File: config.mk
export PLATFORM = sky130hd
export DESIGN_NAME = down_counter_timer
export DESIGN_NICKNAME = d
export VERILOG_FILES = /design/src/rtl/down_counter_timer.sv
export SDC_FILE = /design/constraint.sdc
export NUM_CORES = 1
export LEC_CHECK = 0
export BUFFER_PORTS_ARGS = -buffer_cell sky130_fd_sc_hd__buf_2
export CORE_UTILIZATION = 40
export CTS_BUF_LIST = sky130_fd_sc_hd__clkbuf_2
export CTS_CLUSTER_DIAMETER = 50
export DETAILED_ROUTE_END_ITERATION = 10
export PLACE_DENSITY_LB_ADDON = 0.15
export SYNTH_ARGS = -nofsm -noshare
export SYNTH_HDL_FRONTEND = slang
export SYNTH_SLANG_ARGS = --single-unit
File: constraint.sdc
create_clock -name clk -period 1.9 [get_ports clk]
set_input_delay 0.095 -clock clk [delete_from_list [all_inputs] [get_ports clk]]
set_output_delay 0.095 -clock clk [all_outputs]
set_load 0.005 [all_outputs]
File: src/rtl/down_counter_timer.sv
// Loadable down-counter/timer with one-shot or auto-reload, pause/resume and terminal-count pulse.
// Define DCT_PRESCALE_EN to add the prescale port (tick once every prescale+1 cycles).
module down_counter_timer #(
  parameter int WIDTH      = 4,
  parameter int PRESCALE_W = 4
) (
  input  logic                  clk,
  input  logic                  reset,
  input  logic                  load,
  input  logic [WIDTH-1:0]      load_val,
  input  logic                  start,
  input  logic                  stop,
  input  logic                  auto_reload,
`ifdef DCT_PRESCALE_EN
  input  logic [PRESCALE_W-1:0] prescale,
`endif
  output logic [WIDTH-1:0]      q,
  output logic                  busy,
  output logic                  tc
);

  typedef enum logic [1:0] {IDLE, RUN, DONE} state_t;

  state_t                state;
  logic [WIDTH-1:0]      reload;
  logic [PRESCALE_W-1:0] pcnt;
  logic [PRESCALE_W-1:0] pdiv;
  logic [PRESCALE_W-1:0] prescale_in;
  logic                  tick;

`ifdef DCT_PRESCALE_EN
  assign prescale_in = prescale;
`else
  assign prescale_in = '0;
`endif

  // pdiv holds the divider captured at the last prescaler clear/wrap
  assign tick = (pcnt == pdiv);

  function automatic logic [WIDTH-1:0] dec(input logic [WIDTH-1:0] v);
    return v - WIDTH'(1);
  endfunction

  always_ff @(posedge clk or negedge reset) begin
    if (!reset) begin
      q      <= '0;
      reload <= '0;
      busy   <= 1'b0;
      tc     <= 1'b0;
      state  <= IDLE;
      pcnt   <= '0;
      pdiv   <= '0;
    end else begin
      tc <= 1'b0;
      if (load) begin
        q      <= load_val;
        reload <= load_val;
        state  <= IDLE;
        busy   <= 1'b0;
        pcnt   <= '0;
        pdiv   <= prescale_in;
      end else if (stop) begin
        if (state == RUN) begin
          state <= IDLE;
          busy  <= 1'b0;
        end
        pcnt <= '0;
        pdiv <= prescale_in;
      end else if (start && state != RUN) begin
        pcnt <= '0;
        pdiv <= prescale_in;
        if (state == IDLE && q != '0) begin
          state <= RUN;
          busy  <= 1'b1;
        end else if (state == DONE && reload != '0) begin
          q     <= reload;
          state <= RUN;
          busy  <= 1'b1;
        end
      end else if (state == RUN) begin
        if (tick) begin
          pcnt <= '0;
          pdiv <= prescale_in;
          if (q > WIDTH'(1)) begin
            q <= dec(q);
          end else if (auto_reload) begin
            q  <= reload;
            tc <= 1'b1;
          end else begin
            q     <= '0;
            tc    <= 1'b1;
            state <= DONE;
            busy  <= 1'b0;
          end
        end else begin
          pcnt <= pcnt + PRESCALE_W'(1);
        end
      end
    end
  end

endmodule

======== Word level (Yosys, flattened, before mapping) ========
Index checks and enable logic that the tools add are counted.
storage, ports and cells
  output and inout bits ................... 6
  register bits ........................... 20
  input port bits ......................... 10
  word-level logic and storage cells ...... 79
operators by class
  mux-type cells .......................... 45
  add/subtract/negate cells ............... 2
  magnitude comparators ................... 1
  equality and inequality tests ........... 11
  reduce and logical (&&, ||, !) cells .... 13
operator list
  cell                   number
  $mux W4                19
  $mux W2                10
  $mux W1                16
  $reduce_bool A4 Y1     4
  $ne A3 B2 Y1 const B   2
  $reduce_and A6 Y1      1
  $reduce_bool A3 Y1     2
  $ne A5 B3 Y1 const B   1
  $reduce_and A5 Y1      1
  $add A4 B1 Y4 const B  1
  $eq A4 B4 Y1           1
  $gt A4 B1 Y1 const B   1
  $ne A4 B3 Y1 const B   1
  $ne A4 B4 Y1 const B   1
  $sub A4 B1 Y4 const B  1
  $logic_and A1 B1 Y1    3
  $ne A3 B3 Y1 const B   1
  $eq A2 B1 Y1 const B   1
  $eq A2 B2 Y1 const B   1
  $logic_not A2 Y1       1
  $ne A2 B1 Y1 const B   1
  $ne A2 B2 Y1 const B   1
  $reduce_and A2 Y1      1

======== Longest topological paths before layout ========
Gate-level depths: netlist (run 1).
  depth in word-level cells ............... 7
  gate-level depth with buffers ........... 7
  mapped depth without buffers ............ 7

======== Least setup slack after synthesis (run 1) ========
Ideal clock, no wire load.
  kind .................................... reg-to-reg
  from .................................... register q[0]
  to ...................................... register state[1]
  data arrival time ....................... 1.532 ns
  buffers on the path ..................... 0
  stages on the path, launching flop included .. 8
  slack ................................... 0.290 ns
  clock period less this slack ............ 1.610 ns
  data required time ...................... 1.822 ns
  library setup time ...................... 0.078 ns
  cell sequence ........................... dfrtp_1 inv_1 ha_1 nor2_1 nor3_2 a31oi_1 or3_1 a21oi_1
on the way
  word-level cells in the longest chain between the ends .. 6
  elaborated cells between the ends (all ways) .. 10
  those cells by class .................... 1 x order compare; 2 x eq/ne; 4 x mux; 3 x reduce/logical
ends and longest elaborated chain
  what                                                  line  RTL
  start: declaration                                    17    output logic [WIDTH-1:0] q,
  start signal: assignment                              56    q <= load_val;
  start signal: assignment                              76    q <= reload;
  start signal: assignment                              85    q <= dec(q);
  branches (longest 6 deep; another with $gt A4 B1 Y1)  --
  end signal: assignment                                58    state <= IDLE;
  end signal: assignment                                64    state <= IDLE;
  end signal: assignment                                73    state <= RUN;
  end: declaration                                      24    state_t state;
Several ways; the timed one is not identified.
A chain may end at the register's enable or synchronous reset.

======== Worst setup path after layout (run 1) ========
Same ends and word-level chain as after synthesis.

==> impl_metrics.yaml, run 1 <==
critical_path:
  cp-start-kind: "register"
  cp_max_fo: 6
  worstPathRequired_ps: 2110
  crit_type: "reg2reg"
  end_kind: "register"
  crit_arrival_ps: 1970
drt:
  wl_per_cell_microns: 13.8
  drc: 0
  postRouteWirelength_mm: 2.15
  vias: 880
  first_pass_iters: 4
  avgViaCountPerCell: 5.64
  drt_iter0_markers: 15
  ant_nets: 0
timing:
  fin_ws_ps: 148
  relSlewSlack_pct: 69.3
  worst_pin_slew_ps: 456
  final.setup.tns_ps: 0
  setup_viol: 0
  max_freq_mhz: 571
  period_share_pct: 92.2
  clock_skew_ps: 10.1
  drv_slew: 0
  final_hold_viol_count: 0
  post-route-min-period_ps: 1750
clocking:
  clkLatencyLatePin_ps: 280
  cts_setup_buffers: 0
  clockBufferDepth: 2
  path_clk_slew_ps: 150
  cts-root-buf: "clkbuf_2"
  numCtsBuffers: 3
  htree_levels: 1
  clock-sinks: 15
  cts_tree: "built"
pwr:
  p_leak_nw: 0.502
  p_int_mw: 0.524
  irDropWorstVdd_mv: 0.548
  sequentialPowerShare_pct: 48.8
  switchingPower_mw: 0.294
  power_density_nw_per_um2: 713
  p_sw_share_pct: 36.0
  pwr-share-clk_pct: 19.6
  finalPower_mw: 0.818
  p_comb_share_pct: 31.6
placed_design:
  post-place-ws_ps: 125
  port_buffers: 15
  gp_congestion: 0.845
  place_inst: 151
  hpwl_mm: 1.62
yosys:
  async_reset_ff_share_pct: 100
  synth-edff-count: 0
  ys_types: 40
  synthCells: 111
  syn_nets: 126
  avgSynthCellArea_sq_um: 8.96
  yosysSeqAreaShare_pct: 37.7
  yosys_warnings: 0
  syn_area_sq_um: 995
  synth_ff_type: "dfrtp_1"
  ys_ff_latch: 15
floorplan:
  die_x_microns: 51.9
  placeableCoreArea_sq_um: 2280
  io_pins: 16
  fp.dieH_microns: 51.9
  fp.dieArea_sq_um: 2690
  start_util_pct: 43.7
  core.rowCount: 17
layout:
  fillCellCount: 212
  instances_no_fill: 156
  multiInputGateArea_sq_um: 584
  antenna_cells: 0
  nets: 144
  synthToLayoutAreaGrowth_pct: 15.2
  final_util_pct: 50.4
  drive_above_1_share_pct: 28.9
  sequential_cell_area_sq_um: 377
  final_cell_mix: "buf_2, dfrtp_1, nor2_1"
  layout_commonest_cell: "buf_2"
global_routing:
  antenna_found_initial: 0
  globalRoute.totalOverflow: 0
  grt_max_degree: 19
  grt_pass1_vias: 895
  track_usage_pct: 18.7
  grt_pass1_wl_mm: 3.76
run_status:
  status: "completed"
job:
  drv_cap: 0
hold_path:
  hold_path.class: "in2reg"
==> area by class of cell <==
class                   count  area share [%]
multi-input cells          82            51.0
clock buffers               4            1.75
inverters                  10            3.28
well taps                  28            3.06
repair buffers             17            8.08
flip-flops and latches     15            32.9
==> power groups by stage <==
stage / logic (mW) / clock network, mW / registers [mW]
global placement: 0.233 / 0 / 0.399
CTS: 0.238 / 0.165 / 0.392
global route: 0.293 / 0.182 / 0.407
detailed placement: 0.234 / 0 / 0.398
finish: 0.258 / 0.160 / 0.399
floorplan: 0.161 / 0 / 0.393
==> routing by layer <==
layer	vias up	part of all wire (%)	track usage, %
met3	4	4.7	3.80
li1	437	-	-
met2	23	45	29.7
met4	0	1.7	7.21
met5	-	0	0
met1	416	48	24.8
==> flip-flops by register name, indices dropped and copies added, names as in the netlist <==
signal,count
q,4
state,2
tc,1
reload,4
pcnt,4
==> cells by family (layout without fill, tap and decap cells) <==
| kind of cell | after synthesis | after routing | share of synthesized area, % |
|---|---|---|---|
| and+or+nand+nor | 43 | 43 | 25.0 |
| AOI/OAI and AO/OA | 31 | 31 | 21.3 |
| DFF | 15 | 15 | 37.7 |
| buffers and inverters | 14 | 31 | 6.29 |
| adders and majority gates | 5 | 5 | 6.29 |
| muxes | 3 | 3 | 3.40 |
==> critical path, cell delays in order, from the launching register on <==
cell	delay, ps
dfrtp_2	460
inv_1	120
ha_4	170
nor2_1	80
nor3_4	270
a31oi_2	130
or3_1	320
a21oi_1	130
==> path summary, 6_finish.rpt <==
kind,from,to,slack [ps],cells after the start
min reg2reg,reload[3]$_DFFE_PN0P_,reload[3]$_DFFE_PN0P_,570,1
min in group asynchronous,reset,pcnt[2]$_DFFE_PN0P_,220,2
max reg2reg,q[0]$_DFFE_PN0P_,state[1]$_DFFE_PN0P_,150,7
max in group asynchronous,reset,q[0]$_DFFE_PN0P_,1400,2
max,q[0]$_DFFE_PN0P_,state[1]$_DFFE_PN0P_,150,7
min,load_val[3],reload[3]$_DFFE_PN0P_,30,2
==> synth_stat cells (2+ instances only) <==
library cell	n	area, sq um
a22oi_1	2	15.0
nor2_1	11	41.3
mux2_1	3	33.8
ha_1	5	62.6
nand3_1	3	15.0
o21ai_0	4	20.0
and3_1	2	12.5
nor3b_2	2	25.0
inv_1	10	37.5
nand2b_1	2	12.5
a21oi_1	7	35.0
a211oi_1	2	15.0
buf_2	2	10.0
a31oi_1	4	25.0
dfrtp_1	15	375
or3_1	2	12.5
nand2_1	6	22.5
o21ai_1	3	15.0
nor3_1	5	25.0
==> what timing repair did <==
action,4_1_cts,5_1_grt
endpoints found under the setup margin,0,2
endpoints found under the hold margin,15,0
resized for setup,0,7
hold buffers,1,0
==> metrics by stage <==
| stage | hold WS (ps) | area (sq um) |
|---|---|---|
| 2_1_floorplan | -201 | 995 |
| 3_3_place_gp | 19.4 | 1090 |
| 3_5_place_dp | 22.9 | 1090 |
| 4_1_cts | 24.4 | 1120 |
| 5_1_grt | 13.6 | 1150 |
| 6_report | 30.1 | 1150 |
Power figures use the tool's default switching activity.
==> run 2, diff against run 1 <==
- REMOVE_ABC_BUFFERS: default -> 1
==> impl_metrics.yaml, run 2 (synthesized netlist as in run 1, its figures left out) <==
run_status:
  status: "completed"
clocking:
  clock-sinks: 15
  cts_tree: "built"
  htree_levels: 1
  cts_setup_buffers: 0
  cts-root-buf: "clkbuf_2"
  path_clk_slew_ps: 150
  numCtsBuffers: 3
  clockBufferDepth: 2
  clkLatencyLatePin_ps: 290
critical_path:
  r2r_setup_slack_ps: 150
  cp-start-kind: "register"
  path_delay_family: "simple AND/OR/NAND/NOR gates"
  cp.depth: 7
  crit_type: "reg2reg"
  worstRegToRegCells: 7
  r2r-start: "q[0]$_DFFE_PN0P_"
  worstPathRequired_ps: 2120
  critPathSlowestCell: "dfrtp_1"
  crit_arrival_ps: 1970
  path_buf_inv: 1
  crit_path_max_incr_delay_ps: 460
  crit_chain: "inv_1 > ha_1 > nor2_1 > nor3_4 > a31oi_1 > or3_1 > a21oi_1"
  reg2reg_to: "state[1]$_DFFE_PN0P_"
  startpoint: "q[0]$_DFFE_PN0P_"
  cp_max_fo: 6
  end_kind: "register"
hold_path:
  hold_start: "load_val[3]"
  min_to: "reload[3]$_DFFE_PN0P_"
  hold_path.class: "in2reg"
  hold_depth: 2
timing:
  max_freq_mhz: 572
  final_hold_viol_count: 0
  setup_viol: 0
  final.setup.tns_ps: 0
  post-route-min-period_ps: 1750
  rsz0062_at_grt: "false"
  drv_slew: 0
  period_share_pct: 92.1
  clock_skew_ps: 9.12
  relSlewSlack_pct: 63.9
  worst_pin_slew_ps: 536
drt:
  postRouteWirelength_mm: 2.14
  vias: 872
  wl_per_cell_microns: 13.6
  ant_nets: 0
  first_pass_iters: 7
  avgViaCountPerCell: 5.55
  drt_iter0_markers: 24
  drc: 0
floorplan:
  fp.dieH_microns: 51.9
  die_x_microns: 51.9
  fp.dieArea_sq_um: 2690
  placeableCoreArea_sq_um: 2280
  io_pins: 16
  start_util_pct: 43.7
  core.rowCount: 17
pwr:
  p_leak_nw: 0.510
  power_density_nw_per_um2: 702
  irDropWorstVdd_mv: 0.362
layout:
  nets: 145
  fillCellCount: 216
  antenna_cells: 0
  design_area_sq_um: 1130
  drive_above_1_share_pct: 24.8
  multiInputGateArea_sq_um: 563
  final_cell_mix: "buf_2, dfrtp_1, nor2_1"
  sequential_cell_area_sq_um: 375
  reg.largest.list: "pcnt x4, q x4, reload x4"
  synthToLayoutAreaGrowth_pct: 14.0
global_routing:
  grt_pass1_vias: 845
  globalRoute.totalOverflow: 0
  track_usage_pct: 19.1
  grt_pass1_wl_mm: 3.77
  grt_max_degree: 19
  antenna_found_initial: 0
placed_design:
  gp_congestion: 0.863
  hpwl_mm: 1.62
  port_buffers: 15
  dpl_cell_area_sq_um: 1090
job:
  drv_cap: 0
## run 2: cell count changes in the layout (fill, tap and decap cells not counted), sizes merged
cell,before,now
clkbuf,4,3
dlygate4sd3,1,2
clkinv,0,1
## run 2: layer usage
| layer | global-route usage, % | share of wire (%) | vias up |
|---|---|---|---|
| li1 | - | - | 436 |
| met1 | 26.6 | 50 | 404 |
| met2 | 28.2 | 43 | 27 |
| met3 | 5.26 | 6.0 | 5 |
| met4 | 5.86 | 0.61 | 0 |
| met5 | 0 | 0 | - |
## run 2: per-stage QoR
step                std cells  setup WS, ps  total power [mW]  hold WS [ps]  utilization (%)
finish                    157           151             0.796          17.8             49.8
global route              157          19.1             0.858          6.31             49.8
CTS                       156           100             0.790          5.34             49.1
detailed placement        151           147             0.633          20.4             47.8
global placement          151           207             0.632          17.2             47.8
floorplan                 107           290             0.541          -201                -
## run 2: cell type report
type / count / share of cell area (%)
Inverter: 10 / 3.31
Timing Repair Buffer: 18 / 9.05
Clock buffer: 3 / 1.32
Multi-Input combinational cell: 82 / 49.7
Clock inverter: 1 / 0.442
Sequential cell: 15 / 33.1
Tap cell: 28 / 3.09
## run 2: worst max path at each step
stage,end,slack [ps]
6_report,state[1]$_DFFE_PN0P_,150
3_5_place_dp,state[1]$_DFFE_PN0P_,150
4_1_cts,state[1]$_DFFE_PN0P_,100
5_1_grt,state[1]$_DFFE_PN0P_,20
3_3_place_gp,state[1]$_DFFE_PN0P_,210
2_1_floorplan,state[1]$_DFFE_PN0P_,290
## run 2: worst register-to-register path, stage by stage (launching register included)
cell	delay [ps]
dfrtp_1	460
inv_1	100
ha_1	220
nor2_1	100
nor3_4	220
a31oi_1	140
or3_1	320
a21oi_1	130
## run 2: timing repair
item	4_1_cts	5_1_grt
hold endpoints to repair	15	1
setup endpoints to repair	0	1
gates resized for setup	0	1
hold buffers	1	1
## run 2: where the power goes
part           total, mW  internal [mW]  switching, mW
Clock              0.153         0.0476          0.105
Combinational      0.244          0.107          0.137
Sequential         0.399          0.349         0.0499
Total              0.796          0.504          0.292
